**config.mk**
```make
export PLATFORM = sky130hd
export DESIGN_NAME = core_ex_md
export DESIGN_NICKNAME = d
export VERILOG_FILES = /design/src/rtl/core_ex_md.sv
export SDC_FILE = /design/constraint.sdc
export NUM_CORES = 1
export LEC_CHECK = 0
export CAP_MARGIN = 20
export CORE_AREA = 5 5 174 126
export DETAILED_ROUTE_END_ITERATION = 12
export DIE_AREA = 0 0 179 131
export GPL_ROUTABILITY_DRIVEN = 1
export PLACE_DENSITY = 0.77
export SYNTH_ARGS = -nofsm -noshare
export SYNTH_HDL_FRONTEND = slang
export SYNTH_SLANG_ARGS = --single-unit
```
**constraint.sdc**
```tcl
create_clock -name clk -period 4.5 [get_ports clk]
set_clock_uncertainty 0.15 [all_clocks]
set_input_delay 0.45 -clock clk [delete_from_list [all_inputs] [get_ports clk]]
set_output_delay 0.45 -clock clk [all_outputs]
set_load 0.1 [all_outputs]
```
**src/rtl/core_ex_md.sv**
```systemverilog
// core_ex_md: registered execute stage with an iterative RV32M multiply/divide unit.
// The M unit and its FSM are built only when CORE_EX_MULDIV_EN is defined; otherwise M ops trap as illegal.
`timescale 1ns/1ps
module core_ex_md #(
  parameter int unsigned     XLEN              = 32,
  parameter int unsigned     MD_BITS_PER_CYCLE = 1,
  parameter logic [XLEN-1:0] CPURstAddress     = '0
) (
  input  logic            clk,
  input  logic            rst,
  input  logic            valid_in,
  input  logic            flush_in,
  input  logic [XLEN-1:0] inst_addr_in,
  input  logic [6:0]      opcode_in,
  input  logic [2:0]      func3_in,
  input  logic [6:0]      func7_in,
  input  logic            reg_we_in,
  input  logic [4:0]      reg_write_addr_in,
  input  logic [XLEN-1:0] reg1_data_in,
  input  logic [XLEN-1:0] reg2_data_in,
  input  logic [XLEN-1:0] immI_in,
  input  logic [XLEN-1:0] immB_in,
  input  logic [XLEN-1:0] immJ_in,
  input  logic [XLEN-1:0] eval_val_in,
  output logic            reg_we_out,
  output logic [4:0]      reg_write_addr_out,
  output logic [XLEN-1:0] reg_write_data_out,
  output logic            hold_flag_out,
  output logic            jump_flag_out,
  output logic [XLEN-1:0] jump_addr_out,
  output logic            illegal_inst_out
);

  localparam logic [6:0] OPC_OP     = 7'b0110011;
  localparam logic [6:0] OPC_OP_IMM = 7'b0010011;
  localparam logic [6:0] OPC_LUI    = 7'b0110111;
  localparam logic [6:0] OPC_AUIPC  = 7'b0010111;
  localparam logic [6:0] OPC_JAL    = 7'b1101111;
  localparam logic [6:0] OPC_JALR   = 7'b1100111;
  localparam logic [6:0] OPC_BRANCH = 7'b1100011;

  logic            is_m;
  logic            base_fire, base_we, base_jump, base_illegal, taken;
  logic [XLEN-1:0] base_data, base_jaddr;
  logic            md_wr, md_we;
  logic [4:0]      md_rd;
  logic [XLEN-1:0] md_result;

  assign is_m = (opcode_in == OPC_OP) && (func7_in == 7'b0000001);

  always_comb begin
    base_we      = 1'b0;
    base_data    = eval_val_in;
    base_jump    = 1'b0;
    base_jaddr   = inst_addr_in + immB_in;
    base_illegal = 1'b0;
    taken        = 1'b0;
    unique case (opcode_in)
      OPC_OP: begin
`ifdef CORE_EX_MULDIV_EN
        base_we = reg_we_in;
`else
        base_we      = reg_we_in && !is_m;
        base_illegal = is_m;
`endif
      end
      OPC_OP_IMM, OPC_LUI, OPC_AUIPC: base_we = reg_we_in;
      OPC_JAL: begin
        base_we    = reg_we_in;
        base_data  = inst_addr_in + XLEN'(4);
        base_jump  = 1'b1;
        base_jaddr = inst_addr_in + immJ_in;
      end
      OPC_JALR: begin
        base_we    = reg_we_in;
        base_data  = inst_addr_in + XLEN'(4);
        base_jump  = 1'b1;
        base_jaddr = (reg1_data_in + immI_in) & ~XLEN'(1);
      end
      OPC_BRANCH: begin
        unique case (func3_in)
          3'b000:  taken = (reg1_data_in == reg2_data_in);
          3'b001:  taken = (reg1_data_in != reg2_data_in);
          3'b100:  taken = ($signed(reg1_data_in) <  $signed(reg2_data_in));
          3'b101:  taken = ($signed(reg1_data_in) >= $signed(reg2_data_in));
          3'b110:  taken = (reg1_data_in <  reg2_data_in);
          3'b111:  taken = (reg1_data_in >= reg2_data_in);
          default: taken = 1'b0;
        endcase
        base_jump = taken;
      end
      default: base_illegal = 1'b1;
    endcase
  end

`ifdef CORE_EX_MULDIV_EN
  localparam int unsigned STEPS = XLEN / MD_BITS_PER_CYCLE;
  localparam int unsigned CNT_W = (STEPS > 1) ? $clog2(STEPS) : 1;

  typedef enum logic [1:0] {IDLE, MUL_RUN, DIV_RUN, DONE} state_t;

  state_t              state, state_d;
  logic [CNT_W-1:0]    cnt;
  logic [XLEN-1:0]     opa, opb, opa_n, opb_n;
  logic [2*XLEN-1:0]   acc, acc_n, prod;
  logic [XLEN:0]       rem_t;
  logic [XLEN-1:0]     quo, rmd;
  logic [2:0]          md_f3;
  logic                md_special, neg_main, neg_rem;
  logic                a_sgn, b_sgn, a_neg, b_neg, div_zero, div_ovf, special;
  logic [XLEN-1:0]     special_val, mag_a, mag_b;

  assign base_fire = valid_in && !flush_in && (state == IDLE) && !is_m;
  assign md_wr     = (state == DONE) && !flush_in;

  // Plain MUL is computed unsigned: its low half is sign-independent.
  always_comb begin
    a_sgn    = (func3_in == 3'd1) || (func3_in == 3'd2) || (func3_in == 3'd4) || (func3_in == 3'd6);
    b_sgn    = (func3_in == 3'd1) || (func3_in == 3'd4) || (func3_in == 3'd6);
    a_neg    = a_sgn && reg1_data_in[XLEN-1];
    b_neg    = b_sgn && reg2_data_in[XLEN-1];
    mag_a    = a_neg ? -reg1_data_in : reg1_data_in;
    mag_b    = b_neg ? -reg2_data_in : reg2_data_in;
    div_zero = func3_in[2] && (reg2_data_in == '0);
    div_ovf  = func3_in[2] && !func3_in[0] && (reg2_data_in == '1) &&
               (reg1_data_in == {1'b1, {(XLEN-1){1'b0}}});
    special  = div_zero || div_ovf;
    if (div_zero) special_val = func3_in[1] ? reg1_data_in : '1;
    else          special_val = func3_in[1] ? '0 : reg1_data_in;
  end

  always_ff @(posedge clk) begin
    if (rst) state <= IDLE;
    else     state <= state_d;
  end

  always_comb begin
    state_d       = state;
    hold_flag_out = 1'b0;
    unique case (state)
      IDLE: begin
        if (valid_in && is_m) begin
          hold_flag_out = 1'b1;
          if (special)          state_d = DONE;
          else if (func3_in[2]) state_d = DIV_RUN;
          else                  state_d = MUL_RUN;
        end
      end
      MUL_RUN, DIV_RUN: begin
        hold_flag_out = 1'b1;
        if (cnt == CNT_W'(STEPS - 1)) state_d = DONE;
      end
      default: state_d = IDLE;
    endcase
    if (flush_in) state_d = IDLE;
  end

  // MUL consumes the multiplier MSB-first into a left-shifting accumulator;
  // DIV keeps the partial remainder in acc and shifts quotient bits into opa.
  always_comb begin
    acc_n = acc;
    opa_n = opa;
    opb_n = opb;
    rem_t = '0;
    for (int unsigned i = 0; i < MD_BITS_PER_CYCLE; i++) begin
      if (state == DIV_RUN) begin
        rem_t = {acc_n[XLEN-1:0], opa_n[XLEN-1]};
        opa_n = {opa_n[XLEN-2:0], 1'b0};
        if (rem_t >= {1'b0, opb_n}) begin
          rem_t    = rem_t - {1'b0, opb_n};
          opa_n[0] = 1'b1;
        end
        acc_n = {{XLEN{1'b0}}, rem_t[XLEN-1:0]};
      end else begin
        acc_n = {acc_n[2*XLEN-2:0], 1'b0} + (opb_n[XLEN-1] ? {{XLEN{1'b0}}, opa_n} : '0);
        opb_n = {opb_n[XLEN-2:0], 1'b0};
      end
    end
  end

  always_ff @(posedge clk) begin
    if (rst) begin
      cnt        <= '0;
      opa        <= '0;
      opb        <= '0;
      acc        <= '0;
      md_f3      <= '0;
      md_rd      <= '0;
      md_we      <= 1'b0;
      md_special <= 1'b0;
      neg_main   <= 1'b0;
      neg_rem    <= 1'b0;
    end else begin
      unique case (state)
        IDLE: begin
          if (valid_in && is_m && !flush_in) begin
            cnt        <= '0;
            opa        <= mag_a;
            opb        <= mag_b;
            acc        <= special ? {{XLEN{1'b0}}, special_val} : '0;
            md_f3      <= func3_in;
            md_rd      <= reg_write_addr_in;
            md_we      <= reg_we_in && (reg_write_addr_in != 5'd0);
            md_special <= special;
            neg_main   <= a_neg ^ b_neg;
            neg_rem    <= a_neg;
          end
        end
        MUL_RUN, DIV_RUN: begin
          cnt <= cnt + CNT_W'(1);
          opa <= opa_n;
          opb <= opb_n;
          acc <= acc_n;
        end
        default: ;
      endcase
    end
  end

  always_comb begin
    prod = neg_main ? -acc : acc;
    quo  = neg_main ? -opa : opa;
    rmd  = neg_rem ? -acc[XLEN-1:0] : acc[XLEN-1:0];
    if (md_special)             md_result = acc[XLEN-1:0];
    else if (md_f3[2])          md_result = md_f3[1] ? rmd : quo;
    else if (md_f3[1:0] == 2'd0) md_result = prod[XLEN-1:0];
    else                        md_result = prod[2*XLEN-1:XLEN];
  end
`else
  assign base_fire     = valid_in && !flush_in;
  assign md_wr         = 1'b0;
  assign md_we         = 1'b0;
  assign md_rd         = '0;
  assign md_result     = '0;
  assign hold_flag_out = 1'b0;
`endif

  always_ff @(posedge clk) begin
    if (rst) begin
      reg_we_out         <= 1'b0;
      reg_write_addr_out <= '0;
      reg_write_data_out <= '0;
      jump_flag_out      <= 1'b0;
      jump_addr_out      <= CPURstAddress;
      illegal_inst_out   <= 1'b0;
    end else begin
      reg_we_out       <= 1'b0;
      jump_flag_out    <= 1'b0;
      illegal_inst_out <= 1'b0;
      if (md_wr) begin
        reg_we_out         <= md_we;
        reg_write_addr_out <= md_rd;
        reg_write_data_out <= md_result;
      end else if (base_fire) begin
        reg_we_out         <= base_we && (reg_write_addr_in != 5'd0);
        reg_write_addr_out <= reg_write_addr_in;
        reg_write_data_out <= base_data;
        jump_flag_out      <= base_jump;
        illegal_inst_out   <= base_illegal;
        if (base_jump) jump_addr_out <= base_jaddr;
      end
    end
  end

endmodule

```
==> impl_metrics.ini <==
[power]
power.share.combinational_pct = 43.8
internal_power_mw = 1.73
p_seq_share_pct = 25.1
power_frac_clock_pct = 31.1
vdd_ir_drop_max_v = 0.000189
post_layout_power_mw = 2.65
p_leak_nw = 4.91
sw_power_uw = 921
power_density_mw_per_mm2 = 215
sw_frac_of_total_pct = 34.8

[critical_path]
path_class = in2reg
critical_path_required_ps = 4530
ff2ff_path_depth = 2
worstSetupEndpointType = flip-flop
crit_fanout = 13
crit_path_start_kind = input port
critical_path_at_ps = 4400

[sta]
finalSetupViolations = 0
fin_crit_sh_pct = 97.0
fin_setup_tns_ps = 0
fin_crit_ps = 4360
relSlewSlack_pct = 30.3
clock.fmax_mhz = 229
hold_viol = 0
timing_max_transition_violations_final = 0
worst_slack_ps = 135
timing_worst_slew_pin_value_ps = 1040

[synth]
async_reset_ff_share_pct = 0
avgSynthCellArea_sq_um = 7.40
ys_seq_area_share_pct = 18.2
post-synth-top-area-fraction_pct = 18.2
yosys.area.top_type = sky130_fd_sc_hd__dfxtp_1
yosysUniqueCellTypes = 69
synthesis.area_sq_mm = 0.00790
synth-seq-cells = 72
synth.top_cells.by_area = sky130_fd_sc_hd__dfxtp_1 (18%), sky130_fd_sc_hd__ha_1 (15%), sky130_fd_sc_hd__a21oi_1 (7.0%)
synth_warnings = 0
postSynth.topFlopCell = sky130_fd_sc_hd__dfxtp_1
syn-num-nets = 1415
synth_enable_flop_cells = 0
netlist_instances = 1068

[clock_tree]
clock-sinks = 72
cts.root.buffer_cell = sky130_fd_sc_hd__clkbuf_16
cts_inserted_buffers = 9
cts_hold_repair.buffers = 0
cts_max_level = 3
clock_tree_from_tritoncts = built
buffer_depth_of_the_longest_clock_path = 2
cts_clk_pin_slew_worst_paths_ps = 60
clkLatencyLatePin_ps = 330

[grt]
gr_util_met3_pct = 6.84
grt_max_degree = 61
wire_length_of_the_first_global_routing_pass_mm = 46.3
first_global_vias = 9042
grt-ovfl-total = 0
globalRouteTotalUtil_pct = 24.4
global_routing_met1_resource_utilization_pct = 32.0
top_usage_layer_grt = met2
initial_antenna_violation_count = 1
grt_use_met2_pct = 40.8

[placed_design]
place.gp.congestion = 0.884
place.detailed.hpwl_mm = 25.0
port_buffers = 322
placement.setup.worst_slack_ps = -330

[run_status]
run_status = finished, final reports clean

[drt]
route.detailed.wl_per_inst_microns = 17.6
vias_per_cell = 5.42
routed_wire_length_mm = 30.2
iter_0_drt_violations = 722
drc = 0
vias = 9282
dr.pass1.iters = 5
ant_nets = 0

[final_layout]
nets = 1778
drive_gt1_share_pct = 10.7
final_common_cell = sky130_fd_sc_hd__clkdlybuf4s50_1
antenna_cells_inserted = 0
number_of_fillers_in_the_final_layout = 1802
area_delta_synth_final_pct = 55.7
mostFrequentLayoutCells = sky130_fd_sc_hd__clkdlybuf4s50_1 (321), sky130_fd_sc_hd__nor2_1 (122), sky130_fd_sc_hd__nand2_1 (119)

[floorplan]
rows = 44
dieArea_sq_mm = 0.0234
core_area_sq_mm = 0.0202
chipWidth_microns = 179
start_util_pct = 39.1
dieHeight_microns = 131
ios = 324

[hold_path]
min_delay_path_depth = 2
min_path_type = reg2reg

[flow_run]
max_cap_viol_count = 0
==> critical path: stages <==
cell,delay [ps]
sky130_fd_sc_hd__clkdlybuf4s50_1,500
sky130_fd_sc_hd__nand4b_1,180
sky130_fd_sc_hd__nor2_4,210
sky130_fd_sc_hd__buf_12,160
sky130_fd_sc_hd__mux2_2,340
sky130_fd_sc_hd__ha_1,310
sky130_fd_sc_hd__a21oi_2,130
sky130_fd_sc_hd__o21ai_0,110
sky130_fd_sc_hd__o41a_1,340
sky130_fd_sc_hd__a22o_1,250
sky130_fd_sc_hd__o31a_1,310
sky130_fd_sc_hd__o31a_1,350
sky130_fd_sc_hd__a2111o_1,430
sky130_fd_sc_hd__nand2_1,60
sky130_fd_sc_hd__nor4b_2,180
sky130_fd_sc_hd__nor3_1,80
==> cell usage after synthesis, types with 8 or more instances <==
library cell,instances
sky130_fd_sc_hd__a211oi_1,42
sky130_fd_sc_hd__a21o_1,23
sky130_fd_sc_hd__a21oi_1,111
sky130_fd_sc_hd__a31oi_1,8
sky130_fd_sc_hd__and3_1,10
sky130_fd_sc_hd__and4_1,9
sky130_fd_sc_hd__clkbuf_1,32
sky130_fd_sc_hd__dfxtp_1,72
sky130_fd_sc_hd__ha_1,94
sky130_fd_sc_hd__inv_1,44
sky130_fd_sc_hd__mux2_2,33
sky130_fd_sc_hd__nand2_1,119
sky130_fd_sc_hd__nand2b_1,11
sky130_fd_sc_hd__nand3_1,36
sky130_fd_sc_hd__nand4_1,19
sky130_fd_sc_hd__nor2_1,124
sky130_fd_sc_hd__nor3_1,19
sky130_fd_sc_hd__o211ai_1,19
sky130_fd_sc_hd__o21ai_0,44
sky130_fd_sc_hd__o21bai_1,11
sky130_fd_sc_hd__xnor2_1,37
sky130_fd_sc_hd__xor2_1,37
==> layer usage <==
metal	vias to the layer above	part of all wire (%)
li1	4648	-
met5	-	0.043
met3	30	8.8
met1	4270	44
met4	2	1.0
met2	332	46
==> registers in the layout, indices dropped and copies added, names as in the netlist <==
signal,count
reg_write_addr_out,5
reg_write_data_out,32
reg_we_out,1
jump_addr_out,32
illegal_inst_out,1
jump_flag_out,1
==> timing repair <==
action | 4_1_cts | 5_1_grt
setup endpoints to repair | 1 | 10
pin swaps | 1 | 4
buffers inserted | 0 | 3
gates resized for setup | 0 | 19
==> layout make-up <==
class | count | area [sq um] | share of cell area [%]
multi-input combinational | 907 | 6200 | 50.4
timing repair buffer | 397 | 3810 | 31.0
sequential | 72 | 1440 | 11.7
tap | 276 | 345 | 2.81
clock buffer | 11 | 253 | 2.05
inverter | 44 | 165 | 1.34
clock inverter | 5 | 86.3 | 0.702
==> logic make-up (layout without fill, tap and decap cells) <==
logic type	Yosys count	in the layout	share of synthesized area [%]
XOR/XNOR	74	74	8.20
AO/OA/AOI/OAI	310	310	25.4
multiplexers	37	37	5.21
flip-flops	72	72	18.2
AND/OR/NAND/NOR	389	389	23.1
buffers and inverters	89	457	4.42
other	1	1	0.0475
adder cells (fa/ha/maj)	96	96	15.4
==> power by group through the flow <==
stage               Combinational (mW)  Sequential (mW)  Clock [mW]
floorplan                        0.533            0.806           0
global placement                  1.13            0.678           0
detailed placement                1.14            0.679           0
CTS                               1.15            0.665       0.839
global route                      1.27            0.666       0.868
finish                            1.16            0.665       0.824
==> per-stage QoR <==
stage | cells | util, % | hold WS (ps) | cell area (sq um)
finish | 1712 | 60.9 | 302 | 12300
global route | 1712 | 60.9 | 324 | 12300
CTS | 1709 | 60.4 | 303 | 12200
detailed placement | 1693 | 58.7 | 294 | 11900
global placement | 1693 | 58.7 | 288 | 11900
floorplan | 1068 | - | 436 | 7900
==> path summary, 6_finish.rpt <==
path         slack [ps]                        endpoint                      startpoint
max reg2reg        3580  jump_addr_out[27]$_SDFFE_PP0P_  jump_addr_out[27]$_SDFFE_PP0P_
min                 300  jump_addr_out[23]$_SDFFE_PP0P_  jump_addr_out[23]$_SDFFE_PP0P_
min reg2reg         300  jump_addr_out[23]$_SDFFE_PP0P_  jump_addr_out[23]$_SDFFE_PP0P_
max                 140  jump_addr_out[31]$_SDFFE_PP0P_                    opcode_in[5]
No activity file was read; power rests on OpenSTA's default activity.
